$ cat src/rtl/crypto1_nlf_pkg.sv
// Crypto1 nonlinear filter tables, the 20-bit filter function and the
// sequencer state encoding shared by the extend/filter stage.
package crypto1_nlf_pkg;

    localparam logic [15:0] FA_TBL = 16'h9E98;
    localparam logic [15:0] FB_TBL = 16'hB48E;
    localparam logic [31:0] FC_TBL = 32'hEC57E80A;

    localparam int KEY_W  = 20;
    localparam int CAND_W_OUT = 21;
    localparam int SURV_W = 17;
    localparam int ERR_W  = 16;

    typedef enum logic [1:0] {
        IDLE  = 2'd0,
        FETCH = 2'd1,
        EVAL  = 2'd2,
        FLUSH = 2'd3
    } state_t;

    // Two-level filter: five 4-bit subfunctions feed the 5-input output table.
    function automatic logic nlf20(input logic [19:0] w);
        logic [4:0] idx;
        idx = {FB_TBL[w[3:0]], FA_TBL[w[7:4]], FA_TBL[w[11:8]],
               FB_TBL[w[15:12]], FA_TBL[w[19:16]]};
        return FC_TBL[idx];
    endfunction

endpackage

$ cat src/rtl/b20_surv_fifo.sv
// Survivor FIFO: up to two writes per cycle (compacted, wd0 first), one read
// per cycle. The caller guarantees room for the writes it issues.
module b20_surv_fifo #(
    parameter int FIFO_DEPTH = 8,
    parameter int WIDTH      = 21
) (
    input  logic                        CLK,
    input  logic                        RESETn,
    input  logic [1:0]                  i_wr_n,
    input  logic [WIDTH-1:0]            i_wd0,
    input  logic [WIDTH-1:0]            i_wd1,
    input  logic                        i_pop,
    output logic [WIDTH-1:0]            o_head,
    output logic                        o_empty,
    output logic [$clog2(FIFO_DEPTH):0] o_count
);

    localparam int AW = $clog2(FIFO_DEPTH);

    logic [WIDTH-1:0] r_mem [FIFO_DEPTH];
    logic [AW-1:0]    r_wptr;
    logic [AW-1:0]    r_rptr;
    logic [AW:0]      r_count;
    logic             w_pop;

    assign w_pop   = i_pop && (r_count != '0);
    assign o_head  = r_mem[r_rptr];
    assign o_empty = (r_count == '0);
    assign o_count = r_count;

    // Storage writes: first entry at the write pointer, second right after it.
    always_ff @(posedge CLK) begin
        if (i_wr_n != 2'd0) r_mem[r_wptr] <= i_wd0;
        if (i_wr_n == 2'd2) r_mem[r_wptr + AW'(1)] <= i_wd1;
    end

    // Pointer and occupancy bookkeeping; reset discards any contents.
    always_ff @(posedge CLK) begin
        if (!RESETn) begin
            r_wptr  <= '0;
            r_rptr  <= '0;
            r_count <= '0;
        end else begin
            r_wptr  <= r_wptr + AW'(i_wr_n);
            if (w_pop) r_rptr <= r_rptr + AW'(1);
            r_count <= r_count + (AW+1)'(i_wr_n) - (AW+1)'(w_pop);
        end
    end

endmodule

$ cat src/rtl/b20_extend_filter.sv
// Sequencer/filter downstream of the 20-bit candidate enumerator: fetches each
// candidate, checks it against KS0, extends it by one LSB and keeps children
// whose filter output matches KS1. Survivors leave through a small FIFO.
module b20_extend_filter
    import crypto1_nlf_pkg::*;
#(
    parameter int FIFO_DEPTH = 8,
    parameter int CAND_W     = 15
) (
    input  logic        CLK,
    input  logic        RESETn,
    input  logic        START,
    input  logic        KS0,
    input  logic        KS1,
    output logic        ENUM_BIT,
    output logic        ENUM_STB,
    input  logic [19:0] ENUM_KEY,
    output logic        OUT_VALID,
    input  logic        OUT_READY,
    output logic [20:0] OUT_CAND,
    output logic        BUSY,
    output logic        DONE,
    output logic [16:0] SURV_CNT,
    output logic [15:0] ERR_CNT
);

    localparam int CNT_W = $clog2(FIFO_DEPTH) + 1;

    state_t              r_state;
    state_t              w_next;
    logic                r_ks0;
    logic                r_ks1;
    logic [19:0]         r_parent;
    logic [CAND_W-1:0]   r_cand;
    logic [SURV_W-1:0]   r_surv;
    logic [ERR_W-1:0]    r_err;

    logic                w_stb;
    logic                w_done;
    logic [1:0]          w_wr_n;
    logic [20:0]         w_wd0;
    logic [20:0]         w_wd1;
    logic [20:0]         w_head;
    logic                w_empty;
    logic [CNT_W-1:0]    w_count;
    logic                w_room;
    logic                w_par_ok;
    logic                w_s0;
    logic                w_s1;
    logic [1:0]          w_surv_n;
    logic                w_pop;

    // Filter evaluation on the registered parent and its two children.
    assign w_par_ok = (nlf20(r_parent) == r_ks0);
    assign w_s0     = (nlf20({r_parent[18:0], 1'b0}) == r_ks1);
    assign w_s1     = (nlf20({r_parent[18:0], 1'b1}) == r_ks1);
    assign w_surv_n = {1'b0, w_s0} + {1'b0, w_s1};
    assign w_wd0    = w_s0 ? {r_parent, 1'b0} : {r_parent, 1'b1};
    assign w_wd1    = {r_parent, 1'b1};

    // Only fetch when both children of the next parent are guaranteed a slot.
    assign w_room   = (w_count <= CNT_W'(FIFO_DEPTH - 2));
    assign w_pop    = OUT_VALID && OUT_READY;

    assign ENUM_BIT  = r_ks0;
    assign ENUM_STB  = w_stb;
    assign OUT_VALID = !w_empty;
    assign OUT_CAND  = w_empty ? '0 : w_head;
    assign BUSY      = (r_state != IDLE);
    assign DONE      = w_done;
    assign SURV_CNT  = r_surv;
    assign ERR_CNT   = r_err;

    b20_surv_fifo #(
        .FIFO_DEPTH (FIFO_DEPTH),
        .WIDTH      (21)
    ) u_fifo (
        .CLK     (CLK),
        .RESETn  (RESETn),
        .i_wr_n  (w_wr_n),
        .i_wd0   (w_wd0),
        .i_wd1   (w_wd1),
        .i_pop   (w_pop),
        .o_head  (w_head),
        .o_empty (w_empty),
        .o_count (w_count)
    );

    // State register.
    always_ff @(posedge CLK) begin
        if (!RESETn) r_state <= IDLE;
        else         r_state <= w_next;
    end

    // Next-state, enumerator strobe, FIFO write count and completion pulse.
    always_comb begin
        w_next = r_state;
        w_stb  = 1'b0;
        w_done = 1'b0;
        w_wr_n = 2'd0;
        case (r_state)
            IDLE: begin
                if (START) w_next = FETCH;
            end
            FETCH: begin
                if (w_room) begin
                    w_stb  = 1'b1;
                    w_next = EVAL;
                end
            end
            EVAL: begin
                if (w_par_ok) w_wr_n = w_surv_n;
                w_next = (r_cand == '1) ? FLUSH : FETCH;
            end
            FLUSH: begin
                if (w_empty) begin
                    w_done = 1'b1;
                    w_next = IDLE;
                end
            end
            default: w_next = IDLE;
        endcase
    end

    // Parent capture in the same cycle the enumerator is told to advance.
    always_ff @(posedge CLK) begin
        if (w_stb) r_parent <= ENUM_KEY;
    end

    // Keystream latches, candidate counter and result counters.
    always_ff @(posedge CLK) begin
        if (!RESETn) begin
            r_ks0  <= 1'b0;
            r_ks1  <= 1'b0;
            r_cand <= '0;
            r_surv <= '0;
            r_err  <= '0;
        end else if (r_state == IDLE) begin
            if (START) begin
                r_ks0  <= KS0;
                r_ks1  <= KS1;
                r_cand <= '0;
                r_surv <= '0;
                r_err  <= '0;
            end
        end else if (r_state == EVAL) begin
            r_cand <= r_cand + 1'b1;
            if (w_par_ok)          r_surv <= r_surv + SURV_W'(w_surv_n);
            else if (r_err != '1)  r_err  <= r_err + 1'b1;
        end
    end

endmodule

$ cat config.mk
export PLATFORM = sky130hd
export DESIGN_NAME = b20_extend_filter
export DESIGN_NICKNAME = d
export VERILOG_FILES = /design/src/rtl/crypto1_nlf_pkg.sv /design/src/rtl/b20_surv_fifo.sv /design/src/rtl/b20_extend_filter.sv
export SDC_FILE = /design/constraint.sdc
export NUM_CORES = 1
export LEC_CHECK = 0
export ABC_CLOCK_PERIOD_IN_PS = 3400
export BUFFER_PORTS_ARGS = -buffer_cell sky130_fd_sc_hd__buf_4
export CORE_MARGIN = 2
export CORE_UTILIZATION = 45
export DETAILED_ROUTE_END_ITERATION = 8
export HOLD_SLACK_MARGIN = 0.12
export SKIP_CTS_REPAIR_TIMING = 1
export SYNTH_ARGS = -nofsm -noshare
export SYNTH_HDL_FRONTEND = slang
export SYNTH_SLANG_ARGS = --single-unit
export TNS_END_PERCENT = 50
$ cat constraint.sdc
create_clock -name CLK -period 3.4 [get_ports CLK]
set_input_delay 0.51 -clock CLK [delete_from_list [all_inputs] [get_ports CLK]]
set_output_delay 0.51 -clock CLK [all_outputs]
set_load 0.01 [all_outputs]
==> results summary <==
After detailed routing, the number of vias per cell comes to between 5 and 6. The post-route clock skew came out at 12.3 ps. The worst-case IR drop observed on VDD is about 0.41 mV. The highest clock rate is between 300 and 400 MHz. Of all cell types, the one taking the most synthesized area is edfxtp_1.

For the finished layout, the period the worst path requires is 3200 ps. The maximum level of the CTS H-tree came out at 1. The global-route wire length before repair is around 46 mm. Buffers inserted during clock tree synthesis total 30. Clock tree synthesis selected as its root buffer the cell clkbuf_16. STA puts the critical path data arrival time at ~3500 ps. The worst hold path begins at ENUM_KEY[1]. The die height came out at 175 um. After synthesis, the netlist uses 71 different library cells.

The clock latency on the worst-skew pair is between 500 and 600 ps. The worst reg-to-reg setup slack is between 150 and 200 ps. The critical path data required time came out at 3660 ps. The worst hold path stage count is 1. The width of the die came out at between 150 and 200 um. Counting every sink on the clock net gives approximately 260. The actual transition at the worst max-transition pin is roughly 960 ps. During I/O placement, the number of pins put on the boundary was between 80 and 90.

The count of routing violations after the opening detailed-route iteration came out at 557. The total power per unit cell area came out at 637 nW/um^2. The number of global-route vias before repair is 8421. The share of synthesized area in the top cell type comes to between 40% and 50%. For this configuration, the core starts out at a cell density of 45.7%. After layout, the worst setup slack is 198 ps.

In the layout the commonest cells are 180 x edfxtp_1, 165 x and2_1, 97 x buf_4, 82 x dfxtp_1, 60 x nor2_1. The worst slack after detailed placement is approximately 210 ps. STA classifies the critical path startpoint as a flip-flop.

The hold slack is 145 ps. The post-detailed-route wirelength per cell came out at ~18 um. The final hold violation count is 0. The ratio of cells with drive above 1 in the final layout is a little under a fifth. The final number of max-transition violations is 0. Setup repair after global routing left no endpoint under its margin. The synthesized area divided by synthesized cell count is 12.1 sq um. The routed via count is 8519. The worst min-delay path category is in -> reg. The area added between synthesis and finish came out at 16.3%.

For this run, the post-layout net count is between 1000 and 1500. In this run the cell area of the synthesized design comes to between 10000 and 15000 sq um. The routability-driven placement congestion ratio came out at approximately 0.83. The sum of negative setup slack is 0 ps. Of all nets on the critical path, the largest fanout is 20.

The detailed-placement wirelength estimate came out at 18.2 mm. The die outline area is around 30000 sq um. The total core area came out at about 29000 sq um. The final-report setup violation count came out at 0. The run finished with clean final reports. The synthesized flop and latch total came out at 264. Global routing used about a fifth of the available tracks. The relative max-transition margin is around 36%. In the synthesized netlist the dominant register cell turns out to be edfxtp_1. The number of antenna violations at the first check in global routing came out at 0. The cell count after synthesis came out at between 1000 and 1500.

The critical path in this run is classified as reg -> reg. The global route total overflow came out at 0. The most common library cell in the layout ignoring fill and taps is edfxtp_1. Clock-pin slew was measured on the worst setup and hold paths at 60 ps. In this run the deepest clock path goes through 3 buffers. The leakage power total is roughly 5.5 nW. In this run the remaining antenna-violating nets after routing total 0. Wires add up to 28.7 mm. The path with the worst hold slack has its endpoint at r_parent[1]. The TritonCTS clock tree is yes. The diode insertion count for antenna repair came out at 0. The first-pass iteration count of the detailed router came out at 5.

The number of max-cap violations is 0. The number of warning messages in the yosys log is 0. By area the synthesized netlist is led by edfxtp_1 41%, dfxtp_1 13%, and2_1 7.9%, mux4_2 7.2%, mux2i_1 4.3%.

The sequential fraction of the synthesis area is between 50% and 60%. The synthesized netlist net count is 1143. The number of buffers inserted by port buffering is 84. STA classifies the critical path endpoint as a flip-flop. The final critical-path share of the clock period is between 90% and 100%.

Of all flip-flops after synthesis, the portion carrying an async set or reset was 0%. The number of enable-type register cells in the synthesized netlist is 180. The worst register-to-register path ends at u_fifo.r_mem[7][17]. The maximum number of pins on one net before global-route repair came out at 44.

The number of design rule violations left after detail routing is 0. The floorplan row count is a little over 60. The depth of the most critical reg-to-reg path came out at 10.
==> per-stage QoR <==
| stage | total power [mW] | util [%] | cell area, sq um | instances |
|---|---|---|---|---|
| floorplan | 5.80 | - | 13100 | 1082 |
| global placement | 6.77 | 49.8 | 14300 | 1511 |
| detailed placement | 6.82 | 49.8 | 14300 | 1511 |
| CTS | 9.81 | 53.0 | 15200 | 1567 |
| global route | 10.2 | 53.1 | 15300 | 1568 |
| finish | 9.71 | 53.1 | 15300 | 1568 |
==> worst max-delay path by stage <==
| stage | from | slack (ps) | to |
|---|---|---|---|
| finish | flip-flop | 200 | u_fifo.r_mem[7][17] |
| global route | flip-flop | 0.7 | u_fifo.r_mem[7][11] |
| CTS | flip-flop | 190 | u_fifo.r_mem[4][12] |
| detailed placement | flip-flop | 210 | u_fifo.r_mem[4][1] |
| global placement | flip-flop | 300 | u_fifo.r_mem[7][1] |
| floorplan | flip-flop | 210 | u_fifo.r_mem[4][10] |
==> final cells by class <==
| cell class | instances | area [sq um] |
|---|---|---|
| clock buffer | 41 | 802 |
| clock inverter | 15 | 104 |
| fill | 2469 | 13500 |
| inverter | 40 | 150 |
| multi-input combinational | 716 | 5670 |
| sequential | 264 | 7090 |
| tap | 384 | 480 |
| timing repair buffer | 108 | 953 |
==> cell usage after synthesis, types with 13 or more instances <==
| master | instances |
|---|---|
| edfxtp_1 | 180 |
| and2_1 | 165 |
| dfxtp_1 | 84 |
| nor2_1 | 60 |
| mux2i_1 | 56 |
| nand2_1 | 43 |
| mux4_2 | 42 |
| a21oi_1 | 38 |
| inv_1 | 38 |
| clkbuf_1 | 32 |
| ha_1 | 32 |
| nand3_1 | 25 |
| o21ai_0 | 24 |
| buf_2 | 21 |
| nand4_1 | 17 |
| nor4_1 | 17 |
| o31ai_1 | 15 |
| nor2b_1 | 14 |
| nor3_1 | 14 |
| or4_1 | 14 |
| nand2b_1 | 13 |
==> kinds of logic after synthesis <==
family | share of synthesized area [%]
AOI/OAI and AO/OA | 7.30
xor gates and xnor gates | 1.07
and+or+nand+nor | 18.8
buffers and inverters | 3.44
DFF | 54.0
adders and majority gates | 3.51
muxes | 11.8
==> registers in the layout (all words and copies together) (netlist names), 3 cells and up, named ones only <==
signal and count:
u_fifo.o_count 4, SURV_CNT 17, r_cand 15, u_fifo.r_rptr 3
ERR_CNT 16, r_parent 20, u_fifo.r_mem 168, u_fifo.r_wptr 3
==> power breakdown <==
part           leakage [nW]  internal (mW)  switching, mW
Sequential             2.53           3.62          0.229
Combinational          2.50           1.21           1.69
Clock                 0.438           1.72           1.25
==> worst max-delay path, cell delays in order, from the launching register on <==
cell	delay, ps
dfxtp_1	340
or2_2	310
a21oi_2	170
o31a_1	200
nor2_1	80
ha_1	330
and4bb_2	390
nand3_1	170
or3_1	390
a21oi_4	280
clkbuf_16	250
==> layer usage <==
layer	track usage, %	part of all wire (%)	up-vias
met3	2.87	4.9	34
li1	-	-	4150
met4	3.51	1.4	0
met1	26.6	47	4147
met5	0	0	-
met2	30.5	47	188
Power figures use the tool's default switching activity.
